===== src/rtl/AES_Operations.sv =====
// Shared AES byte-level helpers used by the key schedule and round datapath.
// ByteSub computes the S-box arithmetically: GF(2^8) inverse (x^254) then the affine map.
// Pure functions, no state; callers decide how the logic is pipelined.
package AES_Operations;

   function automatic logic [7:0] gf_mul(input logic [7:0] a, input logic [7:0] b);
      logic [7:0] p;
      logic [7:0] x;
      p = 8'h00;
      x = a;
      for (int k = 0; k < 8; k++) begin
         if (b[k]) p = p ^ x;
         x = {x[6:0], 1'b0} ^ (x[7] ? 8'h1b : 8'h00);
      end
      return p;
   endfunction

   function automatic logic [7:0] ByteSub(input logic [7:0] a);
      logic [7:0] r;
      logic [7:0] p;
      // r = a^(2+4+...+128) = a^254, the multiplicative inverse (0 maps to 0)
      r = 8'h01;
      p = a;
      for (int k = 0; k < 7; k++) begin
         p = gf_mul(p, p);
         r = gf_mul(r, p);
      end
      return r ^ {r[6:0], r[7]} ^ {r[5:0], r[7:6]} ^ {r[4:0], r[7:5]}
               ^ {r[3:0], r[7:4]} ^ 8'h63;
   endfunction

endpackage


===== src/rtl/aes_key_expand_seq.sv =====
// Sequential AES-128/192/256 key schedule: one 32-bit word per cycle, 128-bit round keys out.
// Latency: word j at start+1+j, round r valid at start+5+4r when the consumer never stalls.
// Backpressure: rk_valid/rk_ready; a full assembly buffer with a blocked output freezes generation.
module aes_key_expand_seq #(
   parameter int MAX_NK = 8,
   parameter int KEY_W  = 32*MAX_NK
) (
   input  logic             clk,
   input  logic             rst,
   input  logic             start,
   input  logic [1:0]       key_len,
   input  logic [KEY_W-1:0] key_in,
   output logic             busy,
   output logic             rk_valid,
   input  logic             rk_ready,
   output logic [3:0]       rk_idx,
   output logic [127:0]     rk_data,
   output logic             done,
   output logic             err
);

   typedef enum logic [1:0] {IDLE, LOAD, EXPAND, DRAIN} state_t;

   state_t           state, state_nxt;
   logic [KEY_W-1:0] key_r;        // remaining key words, next one at the top
   logic [3:0]       nk, nr;
   logic [5:0]       nw;
   logic [5:0]       word_i;
   logic [2:0]       mod_cnt;      // word_i mod nk, kept incrementally
   logic [7:0]       rcon;
   logic [31:0]      win [8];      // win[7] = w[i-1] ... win[0] = w[i-8]
   logic [31:0]      asm_buf [4];
   logic [2:0]       asm_cnt;
   logic [3:0]       rnd;

   logic [3:0]       nk_sel;
   logic             legal, accept, bad, gen, xfer, last_hs, full, out_free;
   logic [31:0]      t, w_back, new_word;

   function automatic logic [31:0] sub_word(input logic [31:0] w);
      return {AES_Operations::ByteSub(w[31:24]), AES_Operations::ByteSub(w[23:16]),
              AES_Operations::ByteSub(w[15:8]),  AES_Operations::ByteSub(w[7:0])};
   endfunction

   assign nw       = {nr + 4'd1, 2'b00};
   assign full     = (asm_cnt == 3'd4);
   assign out_free = !rk_valid || rk_ready;
   assign busy     = (state != IDLE);

   // Decode key length into Nk; anything beyond the synthesised window size is illegal
   always_comb begin
      nk_sel = 4'd0;
      case (key_len)
         2'd0:    nk_sel = 4'd4;
         2'd1:    nk_sel = 4'd6;
         2'd2:    nk_sel = 4'd8;
         default: nk_sel = 4'd0;
      endcase
      legal = (nk_sel != 4'd0) && (nk_sel <= 4'(MAX_NK));
   end

   // Next schedule word: key words while loading, recurrence w[i-Nk] ^ t while expanding
   always_comb begin
      t = win[7];
      if (mod_cnt == 3'd0)
         t = sub_word({win[7][23:0], win[7][31:24]}) ^ {rcon, 24'h0};
      else if (nk == 4'd8 && mod_cnt == 3'd4)
         t = sub_word(win[7]);
      case (nk)
         4'd6:    w_back = win[2];
         4'd8:    w_back = win[0];
         default: w_back = win[4];
      endcase
      new_word = (state == LOAD) ? key_r[KEY_W-1 -: 32] : (w_back ^ t);
   end

   // State register
   always_ff @(posedge clk) begin
      if (rst) state <= IDLE;
      else     state <= state_nxt;
   end

   // Next state plus per-cycle strobes: generate a word, move buffer to output, final handshake
   always_comb begin
      state_nxt = state;
      accept    = 1'b0;
      bad       = 1'b0;
      gen       = 1'b0;
      xfer      = 1'b0;
      last_hs   = 1'b0;
      case (state)
         IDLE: begin
            if (start) begin
               if (legal) begin
                  accept    = 1'b1;
                  state_nxt = LOAD;
               end else begin
                  bad = 1'b1;
               end
            end
         end
         LOAD: begin
            xfer = full && out_free;
            gen  = !full || out_free;
            if (gen && word_i == ({2'b00, nk} - 6'd1)) state_nxt = EXPAND;
         end
         EXPAND: begin
            xfer = full && out_free;
            gen  = !full || out_free;
            if (gen && word_i == (nw - 6'd1)) state_nxt = DRAIN;
         end
         DRAIN: begin
            xfer    = full && out_free;
            last_hs = rk_valid && rk_ready && (rk_idx == nr);
            if (last_hs) state_nxt = IDLE;
         end
         default: state_nxt = IDLE;
      endcase
   end

   // Schedule datapath: window, counters, assembly buffer and output register
   always_ff @(posedge clk) begin
      if (rst) begin
         key_r    <= '0;
         nk       <= 4'd0;
         nr       <= 4'd0;
         word_i   <= 6'd0;
         mod_cnt  <= 3'd0;
         rcon     <= 8'h00;
         asm_cnt  <= 3'd0;
         rnd      <= 4'd0;
         rk_valid <= 1'b0;
         rk_idx   <= 4'd0;
         rk_data  <= '0;
         done     <= 1'b0;
         err      <= 1'b0;
         for (int k = 0; k < 8; k++) win[k] <= 32'h0;
         for (int k = 0; k < 4; k++) asm_buf[k] <= 32'h0;
      end else begin
         err  <= bad;
         done <= last_hs;
         if (accept) begin
            key_r   <= key_in;
            nk      <= nk_sel;
            nr      <= nk_sel + 4'd6;
            word_i  <= 6'd0;
            mod_cnt <= 3'd0;
            rcon    <= 8'h01;
            asm_cnt <= 3'd0;
            rnd     <= 4'd0;
         end
         if (gen) begin
            for (int k = 0; k < 7; k++) win[k] <= win[k+1];
            win[7]  <= new_word;
            word_i  <= word_i + 6'd1;
            mod_cnt <= ({1'b0, mod_cnt} == nk - 4'd1) ? 3'd0 : mod_cnt + 3'd1;
            if (state == EXPAND && mod_cnt == 3'd0)
               rcon <= {rcon[6:0], 1'b0} ^ (rcon[7] ? 8'h1b : 8'h00);
            if (state == LOAD)
               key_r <= key_r << 32;
            // a full buffer only generates when it is emptying this same cycle
            if (full) begin
               asm_buf[0] <= new_word;
               asm_cnt    <= 3'd1;
            end else begin
               asm_buf[asm_cnt[1:0]] <= new_word;
               asm_cnt               <= asm_cnt + 3'd1;
            end
         end else if (xfer) begin
            asm_cnt <= 3'd0;
         end
         if (xfer) begin
            rk_valid <= 1'b1;
            rk_data  <= {asm_buf[0], asm_buf[1], asm_buf[2], asm_buf[3]};
            rk_idx   <= rnd;
            rnd      <= rnd + 4'd1;
         end else if (rk_ready) begin
            rk_valid <= 1'b0;
         end
      end
   end

endmodule


===== config.mk =====
export PLATFORM = sky130hd
export DESIGN_NAME = aes_key_expand_seq
export DESIGN_NICKNAME = d
export VERILOG_FILES = /design/src/rtl/AES_Operations.sv /design/src/rtl/aes_key_expand_seq.sv
export SDC_FILE = /design/constraint.sdc
export NUM_CORES = 2
export LEC_CHECK = 0
export ABC_CLOCK_PERIOD_IN_PS = 19880
export CAP_MARGIN = 20
export CORE_ASPECT_RATIO = 1.25
export CORE_MARGIN = 3
export CORE_UTILIZATION = 24
export CTS_CLUSTER_SIZE = 16
export DETAILED_ROUTE_END_ITERATION = 6
export MAX_ROUTING_LAYER = met4
export SLEW_MARGIN = 20
export SYNTH_ARGS = -nofsm -noshare
export SYNTH_HDL_FRONTEND = slang
export SYNTH_SLANG_ARGS = --single-unit

===== constraint.sdc =====
create_clock -name clk -period 19.88 [get_ports clk]
set_clock_uncertainty 0.2 [all_clocks]
set_input_delay 5.964 -clock clk [delete_from_list [all_inputs] [get_ports clk]]
set_output_delay 5.964 -clock clk [all_outputs]
set_load 0.05 [all_outputs]

==> impl_metrics.tcl <==
set metrics [dict create \
    drt_iter0_markers 7901 \
    cts-root-buf "clkbuf_16" \
    vias_per_cell 5.03 \
    regToRegSetupSlack_ns 1.03 \
    min_from "rk_data[59]$_SDFFE_PP0P_" \
    end_kind "register" \
    rsz0062_at_grt "false" \
    grt_max_degree 219 \
    maxSlewHeadroom 0.245 \
    synth_nets 12000 \
    synth_warnings 0 \
    hp-class "reg -> reg" \
    min_to "rk_data[59]$_SDFFE_PP0P_" \
    die_h_um 706 \
    ys_seq_elements 807 \
    grt-ovfl-total 0 \
    status "completed" \
    seq_area_frac_synth 0.212 \
    start_kind "register" \
    io_pins 398 \
    via_count 85100 \
    placed_cells 16700 \
    drv_slew 0 \
    dieWidth_um 566 \
    max_freq_mhz 53.1 \
    place_congestion 0.906 \
    fin_nets 12000 \
    clock-sinks 807 \
    tritoncts "built" \
    cts_hold_buf 0 \
    insertion_delay_ns 0.71 \
    syn_area_per_cell_um2 8.07 \
    rr_worst_depth 55 \
    drc 0 \
    dpl-instance-area_um2 104000 \
    pre_cts_slack_ns -0.131 \
    crit_fanout 18 \
    path_class "reg -> reg" \
    maxCapViolCount 0 \
    crit_required_ns 20.10 \
    synth.distinct_cells 124 \
    antenna_found_initial 32 \
    layout_setup_ws_ns 1.03 \
    cts_buffers 90 \
    ant_nets 0 \
    rows 256 \
    core-area_um2 390000 \
    die_area_um2 400000 \
    path_clk_slew_ns 0.06 \
    grt_pass1_vias 78500 \
    hold_viol_final 0 \
    setup_viol 0 \
    critPathMaxStageDelay_ns 0.77 \
    ys_async_sr_fraction 0 \
    critPathMostFrequentCell "xnor2_1" \
    reg2reg_from "win[1][104]$_SDFFCE_PP0P_" \
    netlist_area_um2 94200 \
    wl_per_cell_um 18.6 \
    worstMarginPinSlew_ns 1.13 \
    post-route-cell-area_um2 108000 \
    totalWireLength_um 314000 \
    critPathArrivalTime_ns 19.07 \
    cts_buffer_depth 3 \
    synth-edff-count 384 \
    holdPathStages 2 \
    finalNonFillerCells 16900 \
    initial_utilization 0.242 \
    synthCells 11700 \
    final_cell_mix "nor2_1 (1686), nand2_1 (1599), xnor2_1 (1455)" \
    drive_gt1_frac 0.0856 \
    track_usage 0.152 \
    final_common_cell "nor2_1" \
    min_period_over_period 0.948 \
    ys.flop_type "dfxtp_1" \
    port_buffers 397 \
    dp_hpwl_um 226000 \
    area_growth_pct 14.5 \
    htree_levels 3 \
    reg2reg_to "asm_buf[0][10]$_SDFFCE_PN0P_" \
    min_period_ns 18.85 \
    cp_slowest_cell "xnor3_1" \
    first_pass_iters 6 \
    n_fill_cell 41800 \
    grt_pass1_wl_um 481000 \
]
[stage by stage]
stage | utilization | hold slack, ns | setup TNS, ns
2_1_floorplan | - | 0.237 | 0
3_3_place_gp | 0.268 | 0.242 | 0
3_5_place_dp | 0.268 | 0.246 | -0.590
4_1_cts | 0.276 | 0.255 | 0
5_1_grt | 0.277 | 0.270 | 0
6_report | 0.277 | 0.253 | 0
[cells in the mapped netlist (41+ instances only)]
| library cell | n | area, µm² |
|---|---|---|
| nor2_1 | 1693 | 6350 |
| nand2_1 | 1601 | 6010 |
| xnor2_1 | 1520 | 13300 |
| a21oi_1 | 676 | 3380 |
| clkbuf_1 | 626 | 2350 |
| xor2_1 | 468 | 4100 |
| dfxtp_1 | 423 | 8470 |
| edfxtp_1 | 384 | 11500 |
| o21ai_0 | 359 | 1800 |
| xnor3_1 | 359 | 8090 |
| nor3_1 | 268 | 1340 |
| nand3_1 | 255 | 1280 |
| a311oi_1 | 248 | 2170 |
| mux2i_1 | 246 | 2460 |
| and3_1 | 244 | 1530 |
| buf_2 | 145 | 726 |
| o22ai_1 | 128 | 801 |
| a211oi_1 | 106 | 796 |
| xnor2_2 | 101 | 1640 |
| a31oi_1 | 97 | 607 |
| o211ai_1 | 85 | 638 |
| nor2b_1 | 79 | 494 |
| inv_1 | 78 | 293 |
| nand2b_1 | 68 | 425 |
| buf_1 | 63 | 236 |
| mux2_2 | 63 | 709 |
| xor3_1 | 62 | 1470 |
| or3_1 | 56 | 350 |
| nand4_1 | 54 | 338 |
| a22oi_1 | 53 | 398 |
| and2_1 | 53 | 332 |
| buf_4 | 42 | 315 |
| ha_1 | 42 | 526 |
| a22o_1 | 41 | 359 |
| o31ai_1 | 41 | 308 |
[state kept, by name, summed over array words and instances (netlist names)]
name      count
rcon          8
err           1
rk_data     128
word_i        6
done          1
mod_cnt       3
rk_valid      1
rk_idx        4
state         2
asm_buf     128
nr            3
asm_cnt       3
nk            3
rnd           4
win         256
key_r       256
[worst max-delay path: cells and delay by family (launching register included)]
kind | cells | cell delay, ns
compound gates | 5 | 1.24
fa+ha+maj | 2 | 1.00
buf+inv | 3 | 0.66
simple gates | 7 | 1.48
xor+xnor | 35 | 12.51
mux | 3 | 1.05
flops | 1 | 0.35
[per-layer routing]
layer | vias to the layer above | GRT usage | wire length (µm)
met5 | - | - | 0
met4 | 0 | 0.0448 | 8830
met3 | 423 | 0.0119 | 16400
met2 | 2842 | 0.252 | 153000
met1 | 40900 | 0.197 | 136000
li1 | 40900 | - | -
[how the worst max path moves through the flow]
stage | startpoint | endpoint | slack (ns) | cells past startpoint
after floorplan | win[1][104]$_SDFFCE_PP0P_ | asm_buf[0][11]$_SDFFCE_PN0P_ | 3.35 | 71
after global placement | win[1][104]$_SDFFCE_PP0P_ | asm_buf[2][10]$_SDFFCE_PN0P_ | 0.02 | 55
after detailed placement | win[1][104]$_SDFFCE_PP0P_ | asm_buf[1][10]$_SDFFCE_PN0P_ | -0.13 | 55
after CTS | win[1][104]$_SDFFCE_PP0P_ | asm_buf[0][11]$_SDFFCE_PN0P_ | 0.07 | 57
after global routing | win[1][104]$_SDFFCE_PP0P_ | win[1][106]$_SDFFCE_PP0P_ | 0.04 | 55
final | win[1][104]$_SDFFCE_PP0P_ | asm_buf[0][10]$_SDFFCE_PN0P_ | 1.03 | 55
[timing repair]
action | CTS | global route
setup endpoints to repair | 10 | 122
resized for setup | 3 | 30
setup buffers | 0 | 0
pin swaps | 0 | 0
[cells by family (layout without fill, tap and decap cells)]
kind of cell | after synthesis | count (layout) | synth area share
buffers and inverters | 994 | 1066 | 0.0443
XOR/XNOR | 2592 | 2592 | 0.323
AND/OR/NAND/NOR | 4558 | 4558 | 0.211
multiplexers | 313 | 313 | 0.0343
other | 0 | 24 | 0
adder cells (fa/ha/maj) | 44 | 44 | 0.00579
AO/OA/AOI/OAI | 2361 | 2361 | 0.169
flip-flops | 807 | 807 | 0.212
[final cells by class]
cell class,instances,area (µm²),share of cell area
well taps,5160,6460,0.0599
clock buffers,119,2470,0.0229
inverters,104,390,0.00362
flip-flops and latches,807,20000,0.186
clock inverters,49,576,0.00534
repair buffers,794,7000,0.0650
multi-input cells,9868,70800,0.657
diodes,24,60.1,0.000557
Power is not shown: default switching activity piles up to over one toggle a cycle in this logic, so the estimate is an artifact.
